--- src/rtl/mmm_pkg.sv ---
// Shared constants, state encoding and output decode for the
// Montgomery multiplier sequencer.
package mmm_pkg;

  localparam int N_BITS = 1026;
  localparam int CNT_W  = 11;
  localparam logic [CNT_W-1:0] LAST_IDX = CNT_W'(N_BITS - 1);

  typedef enum logic [2:0] {
    S_IDLE,
    S_CLEAR,
    S_LOAD,
    S_RUN,
    S_STORE,
    S_DONE
  } state_t;

  typedef struct packed {
    logic busy;
    logic done;
    logic rst_mmm;
    logic ld_a;
    logic ld_r;
  } ctl_t;

  localparam ctl_t CTL_IDLE = '{
    busy: 1'b0, done: 1'b0, rst_mmm: 1'b1,
    ld_a: 1'b0, ld_r: 1'b0
  };

  function automatic ctl_t ctl_of(state_t s);
    ctl_t c;
    c = CTL_IDLE;
    unique case (s)
      S_CLEAR: begin
        c.busy    = 1'b1;
        c.rst_mmm = 1'b0;
      end
      S_LOAD: begin
        c.busy = 1'b1;
        c.ld_a = 1'b1;
      end
      S_RUN:   c.busy = 1'b1;
      S_STORE: begin
        c.busy = 1'b1;
        c.ld_r = 1'b1;
      end
      S_DONE:  c.done = 1'b1;
      default: c = CTL_IDLE;
    endcase
    return c;
  endfunction

endpackage

--- src/rtl/mmm_bit_cnt.sv ---
// A-bit index counter: clearable, enabled, holds at the
// final index so it can never run past the operand width.
module mmm_bit_cnt
  import mmm_pkg::*;
(
  input  logic             clk,
  input  logic             rstb,
  input  logic             en,
  input  logic             clr,
  output logic [CNT_W-1:0] cnt,
  output logic             last
);

  assign last = (cnt == LAST_IDX);

  always_ff @(posedge clk or negedge rstb) begin
    if (!rstb) begin
      cnt <= '0;
    end else if (clr) begin
      cnt <= '0;
    end else if (en && !last) begin
      cnt <= cnt + 1'b1;
    end
  end

endmodule

--- src/rtl/mmm_ctrl.sv ---
// Sequencer for the bit-serial Montgomery multiplier datapath.
// Optional abort port pair when MMM_CTRL_ABORT_EN is defined.
module mmm_ctrl
  import mmm_pkg::*;
(
  input  logic             clk,
  input  logic             rstb,
  input  logic             en,
  input  logic             start,
  output logic             busy,
  output logic             done,
  output logic             rst_mmm,
  output logic             ld_a,
  output logic             ld_r,
  output logic             lock,
  output logic [CNT_W-1:0] bit_idx
`ifdef MMM_CTRL_ABORT_EN
  ,
  input  logic             abort,
  output logic             aborted
`endif
);

  state_t           state;
  state_t           state_nxt;
  ctl_t             ctl;
  logic [CNT_W-1:0] cnt;
  logic             cnt_last;
  logic             abort_take;

`ifdef MMM_CTRL_ABORT_EN
  assign abort_take = abort &&
    (state == S_CLEAR || state == S_LOAD || state == S_RUN);
`else
  assign abort_take = 1'b0;
`endif

  mmm_bit_cnt u_cnt (
    .clk  (clk),
    .rstb (rstb),
    .en   (en && state == S_RUN),
    .clr  (en && (state == S_CLEAR || state == S_LOAD)),
    .cnt  (cnt),
    .last (cnt_last)
  );

  always_comb begin
    state_nxt = state;
    unique case (state)
      S_IDLE:  if (start) state_nxt = S_CLEAR;
      S_CLEAR: state_nxt = S_LOAD;
      S_LOAD:  state_nxt = S_RUN;
      S_RUN:   if (cnt_last) state_nxt = S_STORE;
      S_STORE: state_nxt = S_DONE;
      S_DONE:  state_nxt = S_IDLE;
      default: state_nxt = S_IDLE;
    endcase
    if (abort_take) state_nxt = S_IDLE;
  end

  // Everything advances only on enabled edges, so pulses stretch
  always_ff @(posedge clk or negedge rstb) begin
    if (!rstb) begin
      state <= S_IDLE;
      ctl   <= CTL_IDLE;
      lock  <= 1'b0;
`ifdef MMM_CTRL_ABORT_EN
      aborted <= 1'b0;
`endif
    end else if (en) begin
      state <= state_nxt;
      ctl   <= ctl_of(state_nxt);
      if (state == S_IDLE && state_nxt == S_CLEAR) begin
        lock <= 1'b0;
      end else if (state_nxt == S_STORE) begin
        lock <= 1'b1;
      end
`ifdef MMM_CTRL_ABORT_EN
      aborted <= abort_take;
`endif
    end
  end

  assign busy    = ctl.busy;
  assign done    = ctl.done;
  assign rst_mmm = ctl.rst_mmm;
  assign ld_a    = ctl.ld_a;
  assign ld_r    = ctl.ld_r;
  assign bit_idx = (state == S_RUN) ? cnt : '0;

endmodule

--- config.mk ---
export PLATFORM = sky130hd
export DESIGN_NAME = mmm_ctrl
export DESIGN_NICKNAME = d
export VERILOG_FILES = /design/src/rtl/mmm_pkg.sv /design/src/rtl/mmm_bit_cnt.sv /design/src/rtl/mmm_ctrl.sv
export SDC_FILE = /design/constraint.sdc
export NUM_CORES = 1
export LEC_CHECK = 0
export CORE_MARGIN = 2
export CORE_UTILIZATION = 30
export CTS_BUF_LIST = sky130_fd_sc_hd__clkbuf_4 sky130_fd_sc_hd__clkbuf_8
export DETAILED_ROUTE_END_ITERATION = 10
export PLACE_DENSITY_LB_ADDON = 0.05
export SLEW_MARGIN = 20
export SYNTH_ARGS = -nofsm -noshare
export SYNTH_HDL_FRONTEND = slang
export SYNTH_SLANG_ARGS = --single-unit
--- constraint.sdc ---
create_clock -name clk -period 3.58 [get_ports clk]
set_input_delay 1.074 -clock clk [delete_from_list [all_inputs] [get_ports clk]]
set_output_delay 1.074 -clock clk [all_outputs]
set_load 0.1 [all_outputs]
==> results list <==
* Clock tree from TritonCTS: built
- Number of antenna violations at the first check in global routing: 0
- In the final design database the tool counted 150 nets.
- Measured against its own limit, the worst slew margin works out to 62.5%.
- In this run the power density over the cells is 575 nW/um^2.
- Min-Delay Endpoint: lock$_DFFE_PN0P_
- Buffers inserted during clock tree synthesis total 3.
* Count of buffers added by post-CTS timing repair for setup: 0
- The flow ran to the end, and the final reports show no timing, DRC or antenna violations.
- In this run the worst hold path is classified as flip-flop to flip-flop.
* Via density per instance: 5.00
- After clock tree synthesis, the clock-pin slew on the worst setup and hold paths is 80 ps.
- Hold repair after CTS inserted 0 buffers.
- Counting the fill cells in the layout gives 379.
- Number of H-tree levels: 1
* Worst hold slack: 485 ps
- The number of global-route vias before repair is 949.
- Total count of hold-check failures in the final report: 0
- The initialized floorplan defines 22 standard-cell rows.
- The post-route netlist has 21.0% of its cells at a drive strength greater than 1.
- Initial Utilization: 30.8%
* HPWL after detailed placement: 1840 um
- Endpoint of the worst-slack reg-to-reg timing path: u_cnt.cnt[10]$_DFFE_PN0P_
- The top cell types in the final layout, fill and taps aside, are 19 x sky130_fd_sc_hd__dfrtp_1, 19 x sky130_fd_sc_hd__buf_4, 13 x sky130_fd_sc_hd__nor2_1.
- The routed design could run at a clock period as short as 3040 ps.
- Setup slack on the worst flop-to-flop path: 1910 ps
- The synthesized design devotes to its leading area cell type 42.7% of total area.
* Synth Net Count: 128
- STA classifies the critical path startpoint as a flip-flop.
- Setup violations remaining at the end of the flow were counted as 0.
- The total area inside the core boundary comes to 3610 um^2.
- Counting instances, the worst hold path has a depth of 1.
- Of the synthesized area, sequential elements account for 45.1%.
- Final worst path period share: 84.9%
- Summing every instance area after synthesis gives 1110 um^2.
- Start point of the worst min-delay path: lock$_DFFE_PN0P_
- Setup slack on the critical path of the routed design comes to 541 ps.
* TritonRoute pass-1 iters: 4
- Pins Over Slew Limit: 0
* Worst IR drop on VDD: 0.000122 V
* Data arrival time of the critical path: 1960 ps
* Required time at the endpoint of the critical path: 2510 ps
- In this run, post-CTS repair resized a total of 0 instances.
- Power, Total: 0.000793 W
- The sequential cells in the finished layout cover a total of 502 um^2.
* Leading area contributor after synthesis: sky130_fd_sc_hd__dfrtp_1
- Summed over all failing endpoints, the final setup total negative slack is 0 ps.
- Number of placed I/O pins: 21
- Yosys attributes the largest share of cell area to sky130_fd_sc_hd__dfrtp_1 43%, sky130_fd_sc_hd__and2_1 5.6%, sky130_fd_sc_hd__nor2_1 4.4%.
- Setup repair after global routing missed its margin: false
- In the routed design, unresolved DRC markers number 0.
- Timing analysis after detailed placement gives a worst setup slack of 721 ps.
* Standard cell with the maximum stage delay on the critical path: sky130_fd_sc_hd__dfrtp_1
- DIE WIDTH: 64.9 um
* Post-synthesis sequential element count: 20
- For the pin with the worst max-slew slack, the measured transition is 560 ps.
- Global routing finished with a remaining overflow of 0.
- Gr usage total: 13.2%
* Antenna Diode Count: 0
- Routability-driven placement finished with a final weighted congestion of 0.748.
* Count of nets left with antenna violations after detail routing: 0
- In this run the vertical extent of the chip is 64.9 um.
- Category of cells accounting for the largest share of critical-path delay: simple AND/OR/NAND/NOR gates
- Logic depth of the worst register-to-register path: 4
- The count of buffers added on input and output ports is 20.
* Final instance count without filler cells: 191
- Together, buffers and inverters on the worst path number 1.
* Wire length reported by the detailed router: 2540 um
- Traced cell by cell, the critical path runs through nand2_1, nor2_1, and2_1, buf_4.
* Area taken by multi-input logic gates: 574 um^2
- Static timing analysis puts the maximum clock frequency at 329 MHz.
* Initial DRC Count: 34
- CP max FO: 10
- The clock passes through at most 2 buffers.
* Number of distinct library cell variants in the gate-level netlist after synthesis: 37
* Total vias in the final route: 955
* Clk_skew: 0.820 ps
- The floorplan step defined a die boundary enclosing 4210 um^2.
- The analysis attributes to cell leakage a power of 0.595 nW.
- In this run the critical register-to-register path is launched from state[2]$_DFFE_PN0P_.
- CTS placed an instance of sky130_fd_sc_hd__clkbuf_8 at the clock tree root.
- Avg Synthesized Cell Area: 9.12 um^2
* Synthesized netlist cell count: 122
- Count of maximum capacitance violations: 0
- Clock latency at the later pin of the worst-skew pair: 260 ps
- Counting tap cells, the placed design contains a total of 187 instances.
- Relative to the synthesized area, the layout overhead comes to 24.0%.
- Longest individual stage delay on the worst path: 510 ps
* Crit. End Element: output port
* Critical path class: flip-flop to output port
* First-pass GRT wire length: 4370 um
- Clock tree synthesis found a total of 20 sinks.
* Maximum number of pins on one net before global-route repair: 21
* Count of yosys warnings during synthesis: 0
- Routed WL per cell: 13.3 um
## layout make-up
type / instances / area share (%)
Clock buffer: 4 / 3.99
Timing Repair Buffer: 22 / 12.5
Inverter: 4 / 1.09
Multi-Input combinational cell: 93 / 41.7
Tap cell: 48 / 4.36
Sequential cell: 20 / 36.4
## registers in the layout, summed over array words and instances (netlist names)
| signal | cells |
|---|---|
| ld_a | 1 |
| state | 3 |
| done | 1 |
| ld_r | 1 |
| u_cnt.cnt | 11 |
| lock | 1 |
| busy | 1 |
| rst_mmm | 1 |
## worst max-delay path by stage
stage / start / end / depth (start not counted) / slack, ps
after global routing: state[1]$_DFFE_PN0P_ / bit_idx[7] / 4 / 340
final: state[1]$_DFFE_PN0P_ / bit_idx[7] / 4 / 540
after CTS: state[1]$_DFFE_PN0P_ / bit_idx[0] / 4 / 490
after global placement: en / u_cnt.cnt[10]$_DFFE_PN0P_ / 6 / 770
after floorplan: state[0]$_DFFE_PN0P_ / bit_idx[1] / 3 / 740
after detailed placement: en / u_cnt.cnt[10]$_DFFE_PN0P_ / 6 / 720
## where the power goes
group | total, W | internal, W | switching (W)
logic | 0.000322 | 0.0000791 | 0.000243
clock network | 0.000178 | 0.0000980 | 0.0000795
registers | 0.000293 | 0.000250 | 0.0000431
## layer usage
layer	track usage, %	vias up	share of wire (%)
met2	23.2	18	49
li1	-	468	-
met1	16.3	465	47
met4	4.52	0	1.1
met5	0	-	0
met3	2.26	4	3.3
## synthesized netlist by cell type
cell,n
sky130_fd_sc_hd__o21bai_1,1
sky130_fd_sc_hd__o21ba_2,1
sky130_fd_sc_hd__or3_1,1
sky130_fd_sc_hd__clkbuf_2,1
sky130_fd_sc_hd__o22ai_1,2
sky130_fd_sc_hd__or4_1,2
sky130_fd_sc_hd__a21o_1,2
sky130_fd_sc_hd__nor2b_1,2
sky130_fd_sc_hd__ha_1,2
sky130_fd_sc_hd__dfrtp_1,19
sky130_fd_sc_hd__or2_2,1
sky130_fd_sc_hd__inv_1,4
sky130_fd_sc_hd__buf_2,2
sky130_fd_sc_hd__nor4_2,1
sky130_fd_sc_hd__xnor2_1,5
sky130_fd_sc_hd__nand2_1,9
sky130_fd_sc_hd__nor3_1,2
sky130_fd_sc_hd__a21oi_1,7
sky130_fd_sc_hd__o21a_1,1
sky130_fd_sc_hd__buf_4,1
sky130_fd_sc_hd__nand4_1,2
sky130_fd_sc_hd__nand4b_1,1
sky130_fd_sc_hd__o31ai_1,3
sky130_fd_sc_hd__mux2_2,1
sky130_fd_sc_hd__nor4_1,5
sky130_fd_sc_hd__nand2b_1,2
sky130_fd_sc_hd__or2b_1,1
sky130_fd_sc_hd__o21ai_0,5
sky130_fd_sc_hd__nand2_2,1
sky130_fd_sc_hd__nor2_1,13
sky130_fd_sc_hd__o32ai_1,1
sky130_fd_sc_hd__dfstp_2,1
sky130_fd_sc_hd__and4_1,1
sky130_fd_sc_hd__nand3_1,6
sky130_fd_sc_hd__mux2i_1,2
sky130_fd_sc_hd__and2_1,10
sky130_fd_sc_hd__clkbuf_1,1
## logic make-up after synthesis
kind of cell / synth area share, %
simple gates: 29.2
buf+inv: 3.71
fa+ha+maj: 2.25
compound gates: 12.9
mux: 2.81
flops: 45.1
xor+xnor: 3.94
## through the flow
stage | util [%] | instance area, um^2
6_report | 38.2 | 1380
5_1_grt | 38.2 | 1380
4_1_cts | 38.2 | 1380
3_5_place_dp | 36.7 | 1320
3_3_place_gp | 36.7 | 1320
2_1_floorplan | - | 1120
No activity file was read; power rests on OpenSTA's default activity.
